===== src/rtl/sm4_pkg.sv =====
// SM4 shared definitions: FSM states, FK constants, S-box and the round transforms
// used by both the key schedule and the data path.
package sm4_pkg;

    typedef enum logic [1:0] {S_IDLE, S_KEXP, S_CRYPT, S_DONE} state_t;

    localparam logic [127:0] FK = 128'ha3b1bac6_56aa3350_677d9197_b27022dc;

    // Entry 0 sits in the top byte, so entry a lives at bit offset (255 - a) * 8.
    localparam logic [2047:0] SBOX_TBL = {
        128'hd690e9fecce13db716b614c228fb2c05, 128'h2b679a762abe04c3aa44132649860699,
        128'h9c4250f491ef987a33540b43edcfac62, 128'he4b31ca9c908e89580df94fa758f3fa6,
        128'h4707a7fcf37317ba83593c19e6854fa8, 128'h686b81b27164da8bf8eb0f4b70569d35,
        128'h1e240e5e6358d1a225227c3b01217887, 128'hd40046579fd327524c3602e7a0c4c89e,
        128'heabf8ad240c738b5a3f7f2cef96115a1, 128'he0ae5da49b341a55ad933230f58cb1e3,
        128'h1df6e22e8266ca60c02923ab0d534e6f, 128'hd5db3745defd8e2f03ff6a726d6c5b51,
        128'h8d1baf92bbddbc7f11d95c411f105ad8, 128'h0ac13188a5cd7bbd2d74d012b8e5b4b0,
        128'h8969974a0c96777e65b9f109c56ec684, 128'h18f07dec3adc4d2079ee5f3ed7cb3948
    };

    function automatic logic [7:0] sbox8(input logic [7:0] a);
        logic [10:0] w_off;
        w_off = {~a, 3'b000};
        return SBOX_TBL[w_off +: 8];
    endfunction

    function automatic logic [31:0] rol(input logic [31:0] x, input int n);
        return (x << n) | (x >> (32 - n));
    endfunction

    function automatic logic [31:0] tau(input logic [31:0] a);
        return {sbox8(a[31:24]), sbox8(a[23:16]), sbox8(a[15:8]), sbox8(a[7:0])};
    endfunction

    function automatic logic [31:0] l_data(input logic [31:0] b);
        return b ^ rol(b, 2) ^ rol(b, 10) ^ rol(b, 18) ^ rol(b, 24);
    endfunction

    function automatic logic [31:0] l_key(input logic [31:0] b);
        return b ^ rol(b, 13) ^ rol(b, 23);
    endfunction

    // Byte j of CK(i) is (4i + j) * 7 mod 256, byte 0 in the top position.
    function automatic logic [31:0] ck_word(input logic [4:0] idx);
        logic [31:0] w;
        logic [7:0]  t;
        w = '0;
        for (int j = 0; j < 4; j++) begin
            t = {1'b0, idx, 2'b00} + 8'(j);
            w = {w[23:0], t * 8'd7};
        end
        return w;
    endfunction

endpackage


===== src/rtl/sm4_iter_core_round.sv =====
// One combinational SM4 round; i_key_mode picks T' (key schedule) or T (data).
module sm4_round_unit
    import sm4_pkg::*;
(
    input  logic         i_key_mode,
    input  logic [127:0] i_state,
    input  logic [31:0]  i_rk,
    output logic [127:0] o_state
);
    logic [31:0] w_mix, w_sub, w_lin;

    assign w_mix   = i_state[95:64] ^ i_state[63:32] ^ i_state[31:0] ^ i_rk;
    assign w_sub   = tau(w_mix);
    assign w_lin   = i_key_mode ? l_key(w_sub) : l_data(w_sub);
    assign o_state = {i_state[95:0], i_state[127:96] ^ w_lin};

endmodule


===== src/rtl/sm4_iter_core.sv =====
// Iterative SM4 core: RPC rounds per clock, cached round-key bank,
// valid/ready handshakes on both sides.
module sm4_iter_core
    import sm4_pkg::*;
#(
    parameter int RPC = 1
) (
    input  logic         clk,
    input  logic         reset_n,
    input  logic         in_valid,
    output logic         in_ready,
    input  logic         in_decrypt,
    input  logic         key_new,
    input  logic [127:0] key_in,
    input  logic [127:0] text_in,
    output logic         out_valid,
    input  logic         out_ready,
    output logic [127:0] result_out,
    output logic         key_loaded
);
    localparam int ITER = 32 / RPC;
    localparam int CW   = $clog2(ITER);

    state_t        r_state;
    logic [CW-1:0] r_cnt;
    logic [127:0]  r_k, r_x, r_result;
    logic          r_dec, r_out_valid, r_key_loaded;
    logic [31:0]   r_bank [32];

    logic [RPC:0][127:0]  w_kst, w_xst;
    logic [RPC-1:0][4:0]  w_idx;
    logic [RPC-1:0][31:0] w_ck, w_drk;
    logic                 w_accept, w_last;

    assign in_ready   = (r_state == S_IDLE) || (r_state == S_DONE && out_ready);
    assign w_accept   = in_valid && in_ready;
    assign w_last     = (r_cnt == CW'(ITER - 1));
    assign out_valid  = r_out_valid;
    assign result_out = r_result;
    assign key_loaded = r_key_loaded;
    assign w_kst[0]   = r_k;
    assign w_xst[0]   = r_x;

    for (genvar j = 0; j < RPC; j++) begin : g_rnd
        assign w_idx[j] = 5'(int'(r_cnt) * RPC + j);
        assign w_ck[j]  = ck_word(w_idx[j]);
        // Decrypt walks the bank backwards: 31 - i is the bitwise inverse of i.
        assign w_drk[j] = r_dec ? r_bank[~w_idx[j]] : r_bank[w_idx[j]];

        sm4_round_unit u_key (
            .i_key_mode (1'b1),
            .i_state    (w_kst[j]),
            .i_rk       (w_ck[j]),
            .o_state    (w_kst[j+1])
        );

        sm4_round_unit u_dat (
            .i_key_mode (1'b0),
            .i_state    (w_xst[j]),
            .i_rk       (w_drk[j]),
            .o_state    (w_xst[j+1])
        );
    end

    always_ff @(posedge clk) begin
        if (r_state == S_KEXP) begin
            for (int j = 0; j < RPC; j++) r_bank[w_idx[j]] <= w_kst[j+1][31:0];
        end
    end

    always_ff @(posedge clk or negedge reset_n) begin
        if (!reset_n) begin
            r_state      <= S_IDLE;
            r_cnt        <= '0;
            r_k          <= '0;
            r_x          <= '0;
            r_dec        <= 1'b0;
            r_result     <= '0;
            r_out_valid  <= 1'b0;
            r_key_loaded <= 1'b0;
        end else begin
            case (r_state)
                S_IDLE, S_DONE: begin
                    if (r_state == S_DONE && out_ready) r_out_valid <= 1'b0;
                    if (w_accept) begin
                        r_x   <= text_in;
                        r_k   <= key_in ^ FK;
                        r_dec <= in_decrypt;
                        r_cnt <= '0;
                        if (key_new || !r_key_loaded) begin
                            r_state      <= S_KEXP;
                            r_key_loaded <= 1'b0;
                        end else begin
                            r_state <= S_CRYPT;
                        end
                    end else if (r_state == S_DONE && out_ready) begin
                        r_state <= S_IDLE;
                    end
                end
                S_KEXP: begin
                    r_k   <= w_kst[RPC];
                    r_cnt <= r_cnt + 1'b1;
                    if (w_last) begin
                        r_cnt        <= '0;
                        r_key_loaded <= 1'b1;
                        r_state      <= S_CRYPT;
                    end
                end
                S_CRYPT: begin
                    r_x   <= w_xst[RPC];
                    r_cnt <= r_cnt + 1'b1;
                    if (w_last) begin
                        r_cnt       <= '0;
                        r_result    <= {w_xst[RPC][31:0], w_xst[RPC][63:32],
                                        w_xst[RPC][95:64], w_xst[RPC][127:96]};
                        r_out_valid <= 1'b1;
                        r_state     <= S_DONE;
                    end
                end
                default: r_state <= S_IDLE;
            endcase
        end
    end

endmodule


===== config.mk =====
export PLATFORM = sky130hd
export DESIGN_NAME = sm4_iter_core
export DESIGN_NICKNAME = d
export VERILOG_FILES = /design/src/rtl/sm4_pkg.sv /design/src/rtl/sm4_iter_core_round.sv /design/src/rtl/sm4_iter_core.sv
export SDC_FILE = /design/constraint.sdc
export NUM_CORES = 2
export LEC_CHECK = 0
export ABC_AREA = 1
export BUFFER_PORTS_ARGS = -buffer_cell sky130_fd_sc_hd__buf_2
export CAP_MARGIN = 20
export CORE_ASPECT_RATIO = 1.5
export CORE_MARGIN = 10
export CORE_UTILIZATION = 45
export CTS_CLUSTER_SIZE = 10
export DETAILED_ROUTE_END_ITERATION = 8
export PLACE_DENSITY = 0.64
export RECOVER_POWER = 50
export SLEW_MARGIN = 20
export SYNTH_ARGS = -nofsm -noshare
export SYNTH_HDL_FRONTEND = slang
export SYNTH_SLANG_ARGS = --single-unit

===== constraint.sdc =====
create_clock -name clk -period 12.7 [get_ports clk]
set_input_delay 1.27 -clock clk [delete_from_list [all_inputs] [get_ports clk]]
set_output_delay 1.27 -clock clk [all_outputs]
set_load 0.1 [all_outputs]

==> flow_metrics.py <==
metrics = {
    "clocking": {
        "cts_max_level": 4,
        "path_clk_slew_ps": 60,
        "cts_tree": "built",
        "postCtsSetupRepairBufs": 0,
        "clock_sinks": 1418,
        "cts_hold_buf": 0,
        "clockBufferDepth": 4,
        "clockRootBuffer": "clkbuf_16",
        "clock_latency_ps": 870,
        "cts_made_buffers": 171,
        "postCtsResizedCells": 0,
    },
    "critical_path": {
        "crit_slowest_cell": "clkbuf_1",
        "crit_family": "buffers and inverters",
        "arrival_ps": 10730,
        "slowest_delay_ps": 2890,
        "critPathCaptureType": "flop",
        "crit_chain": "clkbuf_1 -> nand2_1 -> nor2_1 -> clkbuf_1",
        "critical_path.max_fanout": 66,
        "path_class": "reg -> reg",
        "critPathMostFrequentCell": "clkbuf_1",
        "critPathRequiredTime_ps": 13090,
        "start_kind": "flop",
        "crit_buf_inv": 2,
    },
    "routing": {
        "wl_mm": 461,
        "post_drt_via_cell_ratio": 6.32,
        "wire_per_inst_um": 28.5,
        "drt_first_pass_iters": 9,
        "ant_nets": 0,
        "drc_errors": 0,
        "vias": 102000,
        "drt-initial-drc-count": 13800,
    },
    "logic_synthesis": {
        "synth_area_leaders": "edfxtp_1, nand2_1, nand3_1, dfrtp_1, o21ai_0",
        "syn_nets": 13900,
        "mappedNetlistArea_um2": 98200,
        "yosysTopAreaCellShare_pct": 31.3,
        "synth-edff-count": 1024,
        "synth_area_per_cell_um2": 7.29,
        "synth_cell_type_count": 61,
        "ys_seq_area_share_pct": 41.4,
        "ys_ff_latch": 1418,
        "synth_ff_type": "edfxtp_1",
        "netlist.top_cell.by_area": "edfxtp_1",
        "yosys_warnings": 0,
        "syn-instance-count": 13500,
        "synthArstFlopShare_pct": 27.8,
    },
    "global_routing": {
        "use_met3_pct": 5.78,
        "grt_max_degree": 229,
        "gr-max-usage-layer": "met2",
        "use_met2_pct": 63.2,
        "grt_overflow": 0,
        "use_met1_pct": 40.7,
        "grt_pass1_wl_mm": 664,
        "grt_pass1_vias": 98000,
        "antenna_found_initial": 12,
        "grtUsageTotal_pct": 37.0,
    },
    "placement": {
        "placed_area_um2": 101000,
        "hpwl_mm": 314,
        "gp_congestion": 1.07,
        "dp_slack_ps": 4640,
        "io_buffers": 392,
    },
    "layout": {
        "mostFrequentLayoutCell": "nand2_1",
        "multi_input_area_um2": 50900,
        "layout_common_cells": "nand2_1, nand3_1, edfxtp_1",
        "seq_area_um2": 40600,
        "nNetsFinal": 13700,
        "design_area_um2": 105000,
        "nFillCells": 21500,
        "drive_gt1_share_pct": 6.36,
        "synthToLayoutAreaGrowth_pct": 7.24,
    },
    "floorplanning": {
        "die_h_um": 592,
        "core_um2": 217000,
        "io_pins": 393,
        "std_cell_rows": 209,
        "die_w_um": 401,
        "start_util_pct": 45.3,
        "fp.dieArea_um2": 238000,
    },
    "run_status": {
        "outcome": "finished with violations",
        "failed_checks": "max-capacitance violations, max-slew violations",
    },
    "sta": {
        "setup_tns_ps": 0,
        "finalSetupViolCount": 0,
        "rsz0062_at_grt": "no",
        "maxSlewViolCount": 1917,
        "final.period_utilization_pct": 81.5,
        "skew_ps": 96.1,
        "tightest_slew_ps": 6650,
        "max_slew_margin_pct": -344,
        "final.setup.worst_slack_ps": 2350,
        "clock.fmax_mhz": 96.6,
        "final_hold_viol_count": 0,
        "whs_ps": 481,
        "min_period_ps": 10350,
    },
    "run": {
        "max_cap_viol_count": 56,
    },
    "min_path": {
        "holdCritPathClass": "reg -> reg",
    },
}
==> state kept, by name (all words and copies together), names as in the netlist, 2 cells and up <==
| signal | cells |
|---|---|
| r_cnt | 5 |
| r_state | 2 |
| r_x | 128 |
| result_out | 128 |
| r_k | 128 |
| r_bank | 1024 |
==> worst min-delay path: stages (launching register included) <==
cell and delay (ps):
dfrtp_1 340, nand2_1 50, o21ai_0 60
==> synthesized netlist by cell type (30+ instances only) <==
cell type  instances
nand2_1         4300
nand3_1         2719
edfxtp_1        1024
nor2_1           912
o21ai_0          910
inv_1            546
dfrtp_1          394
clkbuf_1         324
buf_2            320
a21oi_1          249
o22ai_1          200
o211ai_1         192
ha_1             169
buf_4            166
xor2_1           159
o21ai_1          130
a31oi_1          121
xnor2_1           99
buf_1             69
nand2_2           60
buf_6             54
inv_2             42
nand4_1           38
o221ai_1          30
==> final cells by class <==
type	instances	area share [%]
flip-flops and latches	1418	38.6
inverters	598	2.18
diodes	3	0.00713
clock inverters	11	0.177
well taps	2848	3.38
multi-input cells	10500	48.4
clock buffers	201	4.23
repair buffers	594	3.05
==> final timing paths <==
check | startpoint | endpoint | slack, ps | cells past startpoint
hold / removal | result_out[26] | result_out[26] | 480 | 2
max in group asynchronous | reset_n | result_out[89] | 4660 | 2
setup / recovery | r_cnt[2] | r_bank[31][17] | 2350 | 4
setup reg to reg | r_cnt[2] | r_bank[31][17] | 2350 | 4
min in group asynchronous | reset_n | r_k[64] | 1870 | 1
hold reg to reg | result_out[26] | result_out[26] | 480 | 2
==> through the flow <==
step	cells	utilization, %
2_1_floorplan	13500	-
3_3_place_gp	16000	46.7
3_5_place_dp	16000	46.7
4_1_cts	16200	48.9
5_1_grt	16200	48.6
6_report	16200	48.6
==> kinds of logic after synthesis <==
group / synth area share (%)
buffers and inverters: 7.34
AOI/OAI and AO/OA: 11.4
xor gates and xnor gates: 2.48
DFF: 41.4
and+or+nand+nor: 35.0
adders and majority gates: 2.42
==> per-layer routing <==
layer,share of wire (%),wire [µm],up-vias
met3,8.1,37400,1722
li1,-,-,45400
met5,0,0,-
met2,48,221000,6358
met1,34,157000,48900
met4,9.9,45700,0
Power is not shown: default switching activity piles up to over one toggle a cycle in this logic, so the estimate is an artifact.
